**src/rtl/rv32i_pkg.sv**
```systemverilog
// ---------------------------------------------------------------------------
// rv32i_pkg
//   Shared types and constants for the rv32i memory subsystem.
//   - XLEN        : architectural register / bus width.
//   - arb_state_e : states of the IF/LS memory arbiter FSM.
// ---------------------------------------------------------------------------
package rv32i_pkg;

    localparam int XLEN = 32;

    typedef enum logic [1:0] {
        ARB_IDLE    = 2'd0,
        ARB_BUSY_IF = 2'd1,
        ARB_BUSY_LS = 2'd2
    } arb_state_e;

endpackage : rv32i_pkg

```
**src/rtl/rv32i_mem_arbiter.sv**
```systemverilog
// ---------------------------------------------------------------------------
// rv32i_mem_arbiter
//   Shares one single-ported unified memory between the instruction-fetch (IF)
//   port and the load/store (LS) port of the pipeline. One transaction is
//   outstanding at a time. LS has priority, but once LS has been granted
//   STARVE_MAX times in a row while IF was waiting, IF wins the next
//   arbitration. A pipeline redirect (if_flush) kills a pending or in-flight
//   fetch so its data never reaches the pipeline.
//
// Handshake (both master ports):
//   A master raises *_req with its command and holds it stable until *_gnt.
//   *_gnt is a single-cycle combinational acceptance, only issued in IDLE.
//   *_rvalid pulses for one cycle, combinationally with mem_rvalid, carrying
//   load/fetch data on *_rdata (stores complete with ls_rvalid, data unused).
//   mem_req is a one-cycle command strobe; the memory answers with mem_rvalid
//   one or more cycles later, for both reads and writes.
//
// Ports:
//   clk, rst_n                      clock, asynchronous active-low reset
//   if_req/if_addr/if_gnt           fetch command
//   if_rvalid/if_rdata              fetch response
//   if_flush                        pipeline redirect
//   ls_req/ls_we/ls_be/ls_addr/
//   ls_wdata/ls_gnt                 load/store command
//   ls_rvalid/ls_rdata              load/store response
//   mem_req/mem_we/mem_be/mem_addr/
//   mem_wdata                       memory command
//   mem_rvalid/mem_rdata            memory response
// ---------------------------------------------------------------------------
module rv32i_mem_arbiter
    import rv32i_pkg::*;
#(
    parameter int ADDR_W     = XLEN,
    parameter int DATA_W     = XLEN,
    parameter int STARVE_MAX = 4
) (
    input  logic                clk,
    input  logic                rst_n,

    input  logic                if_req,
    input  logic [ADDR_W-1:0]   if_addr,
    output logic                if_gnt,
    output logic                if_rvalid,
    output logic [DATA_W-1:0]   if_rdata,
    input  logic                if_flush,

    input  logic                ls_req,
    input  logic                ls_we,
    input  logic [DATA_W/8-1:0] ls_be,
    input  logic [ADDR_W-1:0]   ls_addr,
    input  logic [DATA_W-1:0]   ls_wdata,
    output logic                ls_gnt,
    output logic                ls_rvalid,
    output logic [DATA_W-1:0]   ls_rdata,

    output logic                mem_req,
    output logic                mem_we,
    output logic [DATA_W/8-1:0] mem_be,
    output logic [ADDR_W-1:0]   mem_addr,
    output logic [DATA_W-1:0]   mem_wdata,
    input  logic                mem_rvalid,
    input  logic [DATA_W-1:0]   mem_rdata
);

    localparam logic [3:0] STARVE_LIM = 4'(STARVE_MAX);

    arb_state_e  state_q, state_d;
    logic [3:0]  starve_cnt_q, starve_cnt_d;
    logic        drop_q, drop_d;
    logic        ls_win, if_win;
    logic        if_killed;

    // Read data is a pure pass-through; consumers qualify it with rvalid.
    assign if_rdata = mem_rdata;
    assign ls_rdata = mem_rdata;

    // A flush arriving in the same cycle as the response must also kill it,
    // so the registered drop flag is combined with the live flush input.
    assign if_killed = drop_q | if_flush;

    always_ff @(posedge clk or negedge rst_n) begin
        if (!rst_n) begin
            state_q      <= ARB_IDLE;
            starve_cnt_q <= 4'd0;
            drop_q       <= 1'b0;
        end else begin
            state_q      <= state_d;
            starve_cnt_q <= starve_cnt_d;
            drop_q       <= drop_d;
        end
    end

    always_comb begin
        state_d      = state_q;
        starve_cnt_d = starve_cnt_q;
        drop_d       = drop_q;
        ls_win       = 1'b0;
        if_win       = 1'b0;
        if_gnt       = 1'b0;
        ls_gnt       = 1'b0;
        if_rvalid    = 1'b0;
        ls_rvalid    = 1'b0;
        mem_req      = 1'b0;
        mem_we       = 1'b0;
        mem_be       = '0;
        mem_addr     = '0;
        mem_wdata    = '0;

        unique case (state_q)
            ARB_IDLE: begin
                // Grants are combinational from the request inputs; while
                // reset is held the register already reads IDLE, so the
                // grant path is gated with rst_n to keep all outputs quiet.
                if (rst_n) begin
                    ls_win = ls_req && !(if_req && (starve_cnt_q == STARVE_LIM));
                    if_win = !ls_win && if_req && !if_flush;
                end

                if (ls_win) begin
                    ls_gnt    = 1'b1;
                    mem_req   = 1'b1;
                    mem_we    = ls_we;
                    mem_be    = ls_be;
                    mem_addr  = ls_addr;
                    mem_wdata = ls_wdata;
                    state_d   = ARB_BUSY_LS;
                end else if (if_win) begin
                    // A fetch is a full-word read: all lanes enabled, no data.
                    if_gnt    = 1'b1;
                    mem_req   = 1'b1;
                    mem_be    = '1;
                    mem_addr  = if_addr;
                    state_d   = ARB_BUSY_IF;
                end

                // Count LS wins that IF had to sit through; any cycle with
                // IF idle or IF served restarts the streak.
                if (!if_req || if_win) begin
                    starve_cnt_d = 4'd0;
                end else if (ls_win && (starve_cnt_q != STARVE_LIM)) begin
                    starve_cnt_d = starve_cnt_q + 4'd1;
                end
            end

            ARB_BUSY_IF: begin
                drop_d = if_killed;
                if (mem_rvalid) begin
                    if_rvalid = !if_killed;
                    drop_d    = 1'b0;
                    state_d   = ARB_IDLE;
                end
            end

            ARB_BUSY_LS: begin
                if (mem_rvalid) begin
                    ls_rvalid = 1'b1;
                    state_d   = ARB_IDLE;
                end
            end

            default: begin
                state_d = ARB_IDLE;
            end
        endcase
    end

endmodule : rv32i_mem_arbiter

```
**config.mk**
```make
export PLATFORM = sky130hd
export DESIGN_NAME = rv32i_mem_arbiter
export DESIGN_NICKNAME = d
export VERILOG_FILES = /design/src/rtl/rv32i_pkg.sv /design/src/rtl/rv32i_mem_arbiter.sv
export SDC_FILE = /design/constraint.sdc
export NUM_CORES = 1
export LEC_CHECK = 0
export ABC_AREA = 1
export CAP_MARGIN = 40
export CORE_AREA = 5 5 103 105
export DETAILED_ROUTE_END_ITERATION = 8
export DIE_AREA = 0 0 108 110
export DONT_BUFFER_PORTS = 1
export PLACE_DENSITY_LB_ADDON = 0.2
export SYNTH_ARGS = -nofsm -noshare
export SYNTH_HDL_FRONTEND = slang
export SYNTH_SLANG_ARGS = --single-unit
export TNS_END_PERCENT = 10
```
**constraint.sdc**
```tcl
create_clock -name clk -period 2.1 [get_ports clk]
set_input_delay 0.42 -clock clk [delete_from_list [all_inputs] [get_ports clk]]
set_output_delay 0.42 -clock clk [all_outputs]
set_load 0.005 [all_outputs]
```
======== Word-level counts from Yosys, hierarchy flattened ========
Index checks and enable logic that the tools add are counted.
word-level totals
  bits in registers ....................... 7
  logic and storage cells ................. 59
  input bits .............................. 139
  output and inout bits ................... 138
cells by class
  reductions and logical operators ........ 16
  multiplexer cells ....................... 32
  add/subtract/negate cells ............... 1
  bitwise operators ....................... 1
  eq/ne operators ......................... 6
operator list
  cell                   count
  $mux W32               5
  $mux W4                5
  $mux W1                18
  $mux W2                3
  $logic_and A1 B1 Y1    5
  $logic_not A1 Y1       5
  $add A4 B1 Y4 const B  1
  $eq A4 B3 Y1 const B   1
  $ne A4 B3 Y1 const B   1
  $pmux W2 S2            1
  $reduce_and A2 Y1      2
  $ne A3 B3 Y1 const B   1
  $eq A2 B1 Y1 const B   1
  $eq A2 B2 Y1 const B   1
  $logic_not A2 Y1       1
  $ne A2 B1 Y1 const B   1
  $reduce_bool A2 Y1     1
  $reduce_or A2 Y1       1
  $logic_or A1 B1 Y1     1
  $or A1 B1 Y1           1

======== Longest topological paths before layout ========
  depth in word-level cells ............... 12
  gate-level depth with buffers ........... 9
  depth with buffers taken out ............ 9

======== Worst setup path before layout ========
OpenSTA, ideal clock, no wires.
  path type ............................... reg-to-output
  start ................................... reg state_q[0]
  end ..................................... out mem_addr[11]
  arrival ................................. 1.379 ns
  cell stages (with the launch flop) ...... 8
  setup slack ............................. 0.301 ns
  path buffers ............................ 1
  data required time ...................... 1.680 ns
  path through ............................ dfrtp_1 inv_1 ha_1 inv_1 nor2_8 buf_2 nand2_1 nand2_1
between the ends
  cells in the longest elaborated chain, start to end .. 2
ends and longest elaborated chain
  what                    line                      RTL
  start, declared         rv32i_mem_arbiter.sv:67   arb_state_e state_q, state_d;
  start signal, assigned  rv32i_mem_arbiter.sv:87   state_q <= state_d;
  $logic_not A2 Y1        rv32i_mem_arbiter.sv:109  unique case (state_q)
  $mux W32                rv32i_mem_arbiter.sv:109
  end, declared           rv32i_mem_arbiter.sv:59   output logic [ADDR_W-1:0] mem_addr,
Every way passes these cells.

======== Worst setup path in the final report ========
  start ................................... reg starve_cnt_q[0]
  end ..................................... out mem_be[0]
between the ends
  cells in the longest elaborated chain, start to end .. 12
  elaborated cells on any way between the ends .. 14
  those cells by class .................... eq/ne (1); mux (7); reduce/logical (6)
ends and longest elaborated chain
  what                              line                      RTL
  start, declared                   rv32i_mem_arbiter.sv:68   logic [3:0] starve_cnt_q, starve_cnt_d;
  start signal, assigned            rv32i_mem_arbiter.sv:88   starve_cnt_q <= starve_cnt_d;
  $eq A4 B3 Y1 (*)                  rv32i_mem_arbiter.sv:115  ls_win = ls_req && !(if_req && (starve_cnt_q == STARVE_LIM));
  $logic_and A1 B1 Y1 (*)           rv32i_mem_arbiter.sv:115
  $logic_not A1 Y1 (*)              rv32i_mem_arbiter.sv:115
  $logic_and A1 B1 Y1 (*)           rv32i_mem_arbiter.sv:115
  $logic_not A1 Y1                  rv32i_mem_arbiter.sv:116  if_win = !ls_win && if_req && !if_flush;
  $logic_and A1 B1 Y1 (2 in a row)  rv32i_mem_arbiter.sv:116
  $mux W1                           rv32i_mem_arbiter.sv:114  if (rst_n) begin
  $mux W1                           rv32i_mem_arbiter.sv:109
  $mux W4                           rv32i_mem_arbiter.sv:127  end else if (if_win) begin
  $mux W4 (*)                       rv32i_mem_arbiter.sv:119  if (ls_win) begin
  $mux W4 (*)                       rv32i_mem_arbiter.sv:109
  end, declared                     rv32i_mem_arbiter.sv:58   output logic [DATA_W/8-1:0] mem_be,
Every way passes the cells marked *; elsewhere a longest branch is shown, timed or not. The select of a mux whose other input is x is not followed.

==> run_results.csv <==
group,metric,value,unit
floorplanning,initial_core_util,0.185,
flow_run,drv_cap,0,
place,place_ws,0.0932,ns
worst_hold_path,hp-class,"input port to flop",
cts,numCtsBuffers,3,
place,port_buffers,0,
layout,multi_input_area,941,µm²
timing,tightest_slew,0.329,ns
global_route,grt_pass1_vias,1498,
synthesis,synthCells,315,
status,status,"complete, no violations",
timing,period_needed,2.05,ns
detailed_routing,dr.pass1.iters,4,
timing,fmax,489,MHz
synthesis,ys_seq_area_frac,0.0993,
timing,setup_violations,0,
layout,final_common_cell,"nand2_1",
synthesis,ys_types,20,
layout,syn_to_final_growth,-5.60,%
floorplanning,num_rows,36,
cts,cts_tree,"yes",
global_route,grtUsageTotal,0.0922,
global_route,antenna_found_initial,0,
cts,htreeDepth,1,
timing,holdWs,0.368,ns
cts,cts_sinks,7,
detailed_routing,wl,6640,µm
synthesis,ys_ff_latch,7,
layout,fillCellCount,1122,
synthesis,synthTopCellsByArea,"buf_4 27%, nand2_1 23%, inv_1 10%",
setup_path,worst-setup-path-type,"flop to output pin",
pwr,power.density,593,nW/µm²
synthesis,syn-num-nets,459,
timing,tns,0,ns
floorplanning,die_x,108,µm
floorplanning,coreArea,9550,µm²
pwr,cellLeakagePower,0.978,nW
detailed_routing,viasPerCell,3.91,
place,place_hpwl,5410,µm
setup_path,cp-end-kind,"output pin",
layout,fin_util,0.174,
synthesis,ys_warn_count,0,
synthesis,synth_top_area_frac,0.272,
timing,hold_violations,0,
synthesis,syn_area,1760,µm²
floorplanning,pin_count,277,
floorplanning,die_area,11900,µm²
timing,finClkSkew,0.00708,ns
layout,drive_gt1_frac,0.207,
timing,relSlewSlack,0.780,
pwr,peakVddDrop,338,µV
cts,cts_buffer_depth,2,
detailed_routing,dr_total_vias,1539,
cts,cts-root-buf,"clkbuf_8",
layout,postLayoutCellArea,1670,µm²
place,place_congestion,0.696,
detailed_routing,drt_iter0_drc,50,
detailed_routing,route.detailed.drc,0,
global_route,grt-ovfl-total,0,
floorplanning,die_h,110,µm
layout,fin_nets,406,
global_route,grt_pass1_wl,8360,µm
timing,maxSlewViolCount,0,
detailed_routing,antenna_left,0,
setup_path,cp.arrival,1.63,ns
timing,rsz0062_at_grt,"yes",
setup_path,path_max_fanout,5,
synthesis,yosysTopAreaCell,"buf_4",
synthesis,synth.avg_cell_area,5.60,µm²
layout,n_antenna_cell,0,
cts,clk_pin_slew,0.05,ns
setup_path,critPathRequiredTime,1.68,ns
cts,clk_latency,0.23,ns
detailed_routing,wl_per_cell,16.8,µm
place,placed_area,1430,µm²
timing,fin_crit_sh,0.974,
setup_path,worst_setup_path_start_kind,"flop",
global_route,grt_max_degree,35,
layout,regArea,175,µm²
timing,worst_slack,0.0544,ns
layout,final_cell_mix,"91 x nand2_1, 44 x inv_1, 43 x nor2_1",
==> cell type report <==
cell class | instances | area share
tap | 133 | 0.0999
timing repair buffer | 15 | 0.0902
clock inverter | 1 | 0.00301
multi-input combinational | 186 | 0.565
clock buffer | 3 | 0.0248
sequential | 7 | 0.105
inverter | 49 | 0.112
==> Yosys cell counts, drive strengths merged <==
cell type,n
a21oi,1
buf,73
dfrtp,7
ha,5
inv,49
nand2,112
nand3,8
nand4,5
nor2,49
nor3,2
o21ai,2
xor2,2
==> per-stage QoR <==
stage          std cells  power (mW)
6_report             394       0.988
5_1_grt              394        1.09
4_1_cts              393       0.981
3_5_place_dp         381       0.704
3_3_place_gp         381       0.707
2_1_floorplan        315       0.683
==> metal layers <==
metal / up-vias / part of all wire / GRT usage
met5: - / 0 / 0
met4: 0 / 0.0041 / 0.0144
met3: 8 / 0.15 / 0.0466
met2: 139 / 0.49 / 0.157
met1: 647 / 0.36 / 0.106
li1: 745 / - / -
==> state kept, by name, summed over array words and instances, names as in the netlist <==
register	count
drop_q	1
starve_cnt_q	4
state_q	2
==> timing repair <==
| item | 4_1_cts | 5_1_grt |
|---|---|---|
| pin swaps | 4 | 4 |
| setup endpoints to repair | 70 | 37 |
| gates cloned | 2 | 0 |
| setup buffers | 5 | 3 |
| hold buffers | 1 | 0 |
| gates resized for setup | 24 | 18 |
| endpoints found under the hold margin | 7 | 0 |
==> power breakdown <==
group          total [mW]  internal [mW]  switching (mW)
Combinational       0.618          0.214           0.405
Clock               0.192          0.129          0.0632
Sequential          0.178          0.160          0.0174
Total               0.988          0.503           0.485
==> worst paths after layout <==
path / start / end / slack (ns) / cells after the start
worst min register to register: drop_q / drop_q / 0.54 / 2
worst min-delay path: if_flush / drop_q / 0.37 / 2
max in group asynchronous: rst_n / state_q[1] / 1.33 / 1
worst max register to register: starve_cnt_q[0] / starve_cnt_q[0] / 0.58 / 9
worst max-delay path: starve_cnt_q[0] / mem_be[0] / 0.05 / 9
min in group asynchronous: rst_n / drop_q / 0.52 / 1
==> cells by family (layout without fill, tap and decap cells) <==
kind of cell               Yosys count  in the layout  synth area share
xor gates and xnor gates             2              2           0.00993
adders and majority gates            5              5            0.0355
DFF                                  7              7            0.0993
buffers and inverters              122             68             0.423
and+or+nand+nor                    176            176             0.423
AOI/OAI and AO/OA                    3              3           0.00851
==> worst max-delay path: stages, from the launching register on <==
cell	delay, ns
dfrtp_1	0.39
inv_2	0.09
ha_4	0.15
nand4_4	0.10
nand2_4	0.10
nand2_4	0.07
nor2_8	0.16
nor2_1	0.07
buf_4	0.16
nor2_2	0.11
(Power assumes the default switching activity.)
